File: config.mk
export PLATFORM = sky130hd
export DESIGN_NAME = iosys_sdram_arbiter
export DESIGN_NICKNAME = d
export VERILOG_FILES = /design/src/rtl/iosys_sdram_arbiter_pkg.sv /design/src/rtl/iosys_sdram_arbiter.sv
export SDC_FILE = /design/constraint.sdc
export NUM_CORES = 1
export LEC_CHECK = 0
export CAP_MARGIN = 20
export CORE_MARGIN = 3
export CORE_UTILIZATION = 43
export DETAILED_ROUTE_END_ITERATION = 10
export GPL_ROUTABILITY_DRIVEN = 0
export PLACE_DENSITY = 0.81
export SLEW_MARGIN = 20
export SYNTH_ARGS = -nofsm -noshare
export SYNTH_HDL_FRONTEND = slang
export SYNTH_SLANG_ARGS = --single-unit
File: constraint.sdc
create_clock -name clk -period 3.1 [get_ports clk]
set_input_delay 0.775 -clock clk [delete_from_list [all_inputs] [get_ports clk]]
set_output_delay 0.775 -clock clk [all_outputs]
set_load 0.02 [all_outputs]
File: src/rtl/iosys_sdram_arbiter_pkg.sv
`default_nettype none
// ============================================================================
// Module      : iosys_pkg
// Description : Shared types and constants for the iosys SDRAM port arbiter.
// Revision    : 1.0 - initial release
// ============================================================================
package iosys_pkg;

    localparam int          SDRAM_AW          = 23;
    localparam logic [31:0] RAM_LIMIT_DEFAULT = 32'h0080_0000;

    typedef enum logic [2:0] {
        IDLE    = 3'd0,
        FL      = 3'd1,
        CPU_LO  = 3'd2,
        CPU_HI  = 3'd3,
        CPU_END = 3'd4,
        CPU_RD2 = 3'd5
    } arb_state_t;

endpackage
`default_nettype wire

File: src/rtl/iosys_sdram_arbiter.sv
`default_nettype none
// ============================================================================
// Module      : iosys_sdram_arbiter
// Description : Shares the 16-bit SDRAM port between the flash loader and the
//               picorv32 bus; commands change only in clkref==0 slots.
// Revision    : 1.0 - initial release
// ============================================================================
module iosys_sdram_arbiter
    import iosys_pkg::*;
#(
    parameter logic [31:0] RAM_LIMIT = RAM_LIMIT_DEFAULT
) (
    input  logic                clk,
    input  logic                reset,
    input  logic                clkref,
    input  logic                ram_busy,
    input  logic                fl_req,
    input  logic [SDRAM_AW-1:0] fl_addr,
    input  logic [15:0]         fl_wdata,
    output logic                fl_ack,
    input  logic                cpu_valid,
    input  logic [31:0]         cpu_addr,
    input  logic [31:0]         cpu_wdata,
    input  logic [3:0]          cpu_wstrb,
    output logic                cpu_ready,
    output logic [31:0]         cpu_rdata,
    output logic [SDRAM_AW-1:0] sd_addr,
    output logic [15:0]         sd_din,
    output logic [1:0]          sd_ds,
    output logic                sd_rd,
    output logic                sd_wr,
    input  logic [15:0]         sd_dout,
    input  logic                sd_wait
);

    arb_state_t          state, state_n;
    logic [SDRAM_AW-1:0] addr_n;
    logic [15:0]         din_n;
    logic [1:0]          ds_n;
    logic                rd_n, wr_n;
    logic                fl_ack_n, cpu_ready_n;
    logic [31:0]         rdata_n;
    logic                cpu_ready_q;
    logic                cpu_is_wr, cpu_is_wr_n;
    logic [15:0]         hi_data, hi_data_n;
    logic [1:0]          hi_ds, hi_ds_n;

    logic slot;
    logic cpu_in_range;
    logic unused_bits;

    assign slot         = ~clkref;
    assign cpu_in_range = (cpu_addr < RAM_LIMIT);
    assign unused_bits  = fl_addr[0];

    always_ff @(posedge clk) begin
        if (reset) begin
            state       <= IDLE;
            sd_addr     <= '0;
            sd_din      <= '0;
            sd_ds       <= '0;
            sd_rd       <= 1'b0;
            sd_wr       <= 1'b0;
            fl_ack      <= 1'b0;
            cpu_ready   <= 1'b0;
            cpu_rdata   <= '0;
            cpu_ready_q <= 1'b0;
            cpu_is_wr   <= 1'b0;
            hi_data     <= '0;
            hi_ds       <= '0;
        end else begin
            state       <= state_n;
            sd_addr     <= addr_n;
            sd_din      <= din_n;
            sd_ds       <= ds_n;
            sd_rd       <= rd_n;
            sd_wr       <= wr_n;
            fl_ack      <= fl_ack_n;
            cpu_ready   <= cpu_ready_n;
            cpu_rdata   <= rdata_n;
            cpu_ready_q <= cpu_ready;
            cpu_is_wr   <= cpu_is_wr_n;
            hi_data     <= hi_data_n;
            hi_ds       <= hi_ds_n;
        end
    end

    always_comb begin
        state_n     = state;
        addr_n      = sd_addr;
        din_n       = sd_din;
        ds_n        = sd_ds;
        rd_n        = sd_rd;
        wr_n        = sd_wr;
        fl_ack_n    = 1'b0;
        cpu_ready_n = 1'b0;
        rdata_n     = cpu_rdata;
        cpu_is_wr_n = cpu_is_wr;
        hi_data_n   = hi_data;
        hi_ds_n     = hi_ds;

        if (slot) begin
            case (state)
                IDLE: begin
                    if (!ram_busy && fl_req) begin
                        state_n = FL;
                        addr_n  = {fl_addr[SDRAM_AW-1:1], 1'b0};
                        din_n   = fl_wdata;
                        ds_n    = 2'b11;
                        wr_n    = 1'b1;
                    end else if (!ram_busy && cpu_valid && cpu_in_range && !cpu_ready_q) begin
                        state_n     = CPU_LO;
                        addr_n      = {cpu_addr[SDRAM_AW-1:2], 2'b00};
                        cpu_is_wr_n = |cpu_wstrb;
                        if (|cpu_wstrb) begin
                            // Writes are posted: the CPU is released at grant.
                            wr_n        = 1'b1;
                            cpu_ready_n = 1'b1;
                            hi_data_n   = cpu_wdata[31:16];
                            hi_ds_n     = cpu_wstrb[3:2];
                            if (cpu_wstrb[1:0] == 2'b00) begin
                                // Issue the hi half now; clearing the latched
                                // strobes makes CPU_HI finish without a second cycle.
                                addr_n[1] = 1'b1;
                                din_n     = cpu_wdata[31:16];
                                ds_n      = cpu_wstrb[3:2];
                                hi_ds_n   = 2'b00;
                            end else begin
                                din_n = cpu_wdata[15:0];
                                ds_n  = cpu_wstrb[1:0];
                            end
                        end else begin
                            rd_n = 1'b1;
                            ds_n = 2'b11;
                        end
                    end
                end
                FL: begin
                    if (!sd_wait) begin
                        wr_n     = 1'b0;
                        fl_ack_n = 1'b1;
                        state_n  = IDLE;
                    end
                end
                CPU_LO: begin
                    if (!sd_wait) state_n = CPU_HI;
                end
                CPU_HI: begin
                    if (!sd_wait) begin
                        if (cpu_is_wr && hi_ds == 2'b00) begin
                            wr_n    = 1'b0;
                            state_n = IDLE;
                        end else begin
                            addr_n[1] = 1'b1;
                            if (cpu_is_wr) begin
                                din_n = hi_data;
                                ds_n  = hi_ds;
                            end
                            state_n = CPU_END;
                        end
                    end
                end
                CPU_END: begin
                    if (!sd_wait) begin
                        if (cpu_is_wr) begin
                            wr_n    = 1'b0;
                            state_n = IDLE;
                        end else begin
                            rdata_n[15:0] = sd_dout;
                            rd_n          = 1'b0;
                            state_n       = CPU_RD2;
                        end
                    end
                end
                CPU_RD2: begin
                    if (!sd_wait) begin
                        rdata_n[31:16] = sd_dout;
                        cpu_ready_n    = 1'b1;
                        state_n        = IDLE;
                    end
                end
                default: state_n = IDLE;
            endcase
        end
    end

endmodule
`default_nettype wire

==> qor.yml <==
pwr:
  clkPwrFrac_pct: 36.2
  swShare_pct: 27.9
  power_density_nw_per_um2: 420
  p_comb_share_pct: 19.8
  p_int_mw: 2.20
  pwr-share-seq_pct: 44.1
  fin_total_pwr_mw: 3.06
  p_sw_mw: 0.852
  peakVddDrop_v: 0.000235
  leakagePower_nw: 2.46
setup_path:
  rr_endpoint: "sd_din[2]$_SDFFE_PP0P_"
  start_kind: "primary input"
  critical_path.max_fanout: 16
  timing.reg2reg.setup_slack_ps: 730
  timing_worst_setup_path_type: "primary input to flip-flop"
  crit_required_ps: 3350
  cpLargestDelayFamily: "compound AO/OA/AOI/OAI gates"
  cpMaxStageDelayCell: "clkdlybuf4s50_1"
  worstPathCellList: "clkdlybuf4s50_1 -> nor4b_2 -> nand3_2 -> buf_4 -> a21boi_2 -> o311ai_4 -> a221oi_1"
  worst_r2r_startpoint: "state[1]$_SDFFE_PP0P_"
  critical_path.endpoint_type: "flip-flop"
  ff2ff_path_depth: 6
  crit_path_start: "ram_busy"
  worst_path_largest_cell_delay_ps: 480
  crit_buf_inv: 2
  worst-endpoint-arrival_ps: 3000
logic_synthesis:
  synth.cell_area_sq_um: 4880
  synth_edf_count: 0
  count_of_unique_library_cells_instantiated_by_yosys: 52
  post_synth.cell_area_avg_sq_um: 8.44
  synth.ff_latch_count: 99
  synth_async_sr_flop_share_pct: 0
  syn-instance-count: 578
  warnings_synthesis: 0
  syn-num-nets: 708
  synth_seq_area_share_pct: 40.6
  yosys_most_used_dff: "dfxtp_1"
grt:
  grtUsageMet2_pct: 38.6
  global_route.overflow_total: 0
  grt_pass1_wl_um: 22900
  global_route.usage.total_pct: 21.9
  grt_antenna_before_repair: 0
  grt.met3_usage_pct: 7.01
  grt_max_degree: 43
  grt-busiest-layer: "met2"
  gr-usage-met1_pct: 25.1
  via_count_of_the_first_global_routing_pass: 4771
drt:
  antenna_violating_nets_post_route: 0
  vias: 4769
  vias_per_cell: 5.29
  route.detailed.drc: 0
  drtPass1Iterations: 6
  drt-total-wl_um: 14200
  detail_route.wl_per_cell_um: 15.8
  first_drt_iteration_drcs: 269
floorplanning:
  std_cell_rows: 38
  floorplan.die_area_sq_um: 12700
  core-area_sq_um: 11000
  ios: 207
  die_x_um: 113
  die_height_um: 113
  start_util_pct: 44.4
sta:
  report.final.hold_viol_count: 0
  grt_setup_unrepaired: "no"
  total_negative_setup_slack_ps: 0
  final.setup_skew_ps: 6.01
  max_slew_margin_pct: 32.8
  fmaxAchievable_ghz: 0.364
  finalSetupViolCount: 0
  slew_violations: 0
  final_critical_path_setup_slack_ps: 349
  period_needed_ps: 2750
  tightest_slew_ps: 1010
  final_min_period_over_clock_period_pct: 88.7
worst_hold_path:
  min_delay_startpoint: "cpu_rdata[3]$_SDFFE_PP0P_"
  hold_depth: 2
  worst_hold_path_type: "flip-flop to flip-flop"
  holdPathEnd: "cpu_rdata[3]$_SDFFE_PP0P_"
run_status:
  outcome: "completed"
clock_network:
  numClockSinks: 99
  clock_tree.buffer_depth: 2
  tritoncts: "done"
  post_cts.resized_instances: 0
  post_cts_hold_buffer_count: 0
  cts.root.buffer_cell: "clkbuf_16"
  cts.repair_timing.setup_buffer_count: 0
  cts.reportedPaths.clkPinSlew_ps: 70
  cts_inserted_buffers: 9
  worst_skew_pair_later_pin_latency_ps: 340
  clock_tree.htree_level_count: 3
final_layout:
  most_common_cell_after_layout_fill_and_taps_aside: "clkdlybuf4s50_1"
  nNetsFinal: 886
  area_delta_synth_final_pct: 49.1
  post_route_cells_drive_above_1_share_pct: 10.6
  antennaDiodeCount: 0
  layout_common_cells: "clkdlybuf4s50_1, nand2_1, dfxtp_1"
  fillerInstances: 876
placed_design:
  detailedPlace.worstSlack_ps: -9.40
  dp_hpwl_um: 10600
  port_buffers: 202
run:
  max_cap_viol_count: 0
[how the worst max path moves through the flow]
| stage | end | cells past startpoint |
|---|---|---|
| floorplan | hi_data[10]$_SDFFE_PP0P_ | 8 |
| global placement | sd_din[1]$_SDFFE_PP0P_ | 7 |
| detailed placement | sd_din[15]$_SDFFE_PP0P_ | 7 |
| CTS | sd_din[15]$_SDFFE_PP0P_ | 7 |
| global route | sd_din[0]$_SDFFE_PP0P_ | 7 |
| finish | sd_din[2]$_SDFFE_PP0P_ | 7 |
[registers in the layout, summed over array words and instances, names as in the netlist]
| name | cells |
|---|---|
| cpu_rdata | 32 |
| sd_addr | 22 |
| hi_data | 16 |
| sd_din | 16 |
| state | 3 |
| hi_ds | 2 |
| sd_ds | 2 |
| cpu_is_wr | 1 |
| cpu_ready | 1 |
| cpu_ready_q | 1 |
| fl_ack | 1 |
| sd_rd | 1 |
| sd_wr | 1 |
[area by class of cell]
class	count	area [sq um]	area share [%]
multi-input combinational	406	2580	35.4
timing repair buffer	219	2170	29.8
sequential	99	1980	27.2
clock buffer	9	225	3.09
tap	140	175	2.41
inverter	21	78.8	1.08
clock inverter	7	67.6	0.928
[worst register-to-register path, delay by kind of cell, from the launching register on]
kind            cells  cell delay [ps]
simple gates        2              610
flops               1              800
compound gates      3              650
buf+inv             1              210
[power groups by stage]
stage          Combinational (mW)  Clock [mW]  Sequential, mW
2_1_floorplan               0.254           0            1.42
3_3_place_gp                0.593           0            1.37
3_5_place_dp                0.606           0            1.38
4_1_cts                     0.609        1.12            1.35
5_1_grt                     0.651        1.17            1.35
6_report                    0.604        1.10            1.35
[layer usage]
layer	vias to the layer above	share of wire, %
met2	179	49
met1	2204	41
met5	-	0
li1	2369	-
met4	0	1.5
met3	17	8.9
[through the flow]
step           std cells  hold slack (ps)  utilization [%]  instance area [sq um]
2_1_floorplan        578              451                -                   4880
3_3_place_gp         885              442             63.6                   6990
3_5_place_dp         885              446             63.6                   6990
4_1_cts              901              459             66.3                   7280
5_1_grt              901              487             66.3                   7280
6_report             901              457             66.3                   7280
[Yosys cell counts (all sizes together), types with 2 or more instances]
library cell | count | area share, %
o21ai | 25 | 2.6
or3 | 4 | 0.62
nor4 | 7 | 1.6
a21oi | 66 | 6.8
a41o | 2 | 0.41
buf | 22 | 3.2
nand3 | 2 | 0.31
nand2b | 3 | 0.38
or4 | 2 | 0.38
nor3b | 2 | 0.31
a2111oi | 2 | 0.74
a311oi | 21 | 6.2
nor2b | 3 | 0.38
nor2 | 60 | 4.7
nand2 | 111 | 8.5
nand3b | 20 | 3.1
nor4b | 2 | 0.62
clkbuf | 30 | 2.3
a221oi | 17 | 4.3
mux2i | 34 | 7.0
or2 | 2 | 0.26
inv | 21 | 1.6
o21a | 2 | 0.31
nor3 | 7 | 0.82
dfxtp | 99 | 41
[cells by family after synthesis]
kind of cell	synth area share (%)
AO/OA/AOI/OAI	22.8
other	0.0768
multiplexers	6.97
flip-flops	40.6
buffers and inverters	7.15
AND/OR/NAND/NOR	22.4
No activity file was read; power rests on OpenSTA's default activity.
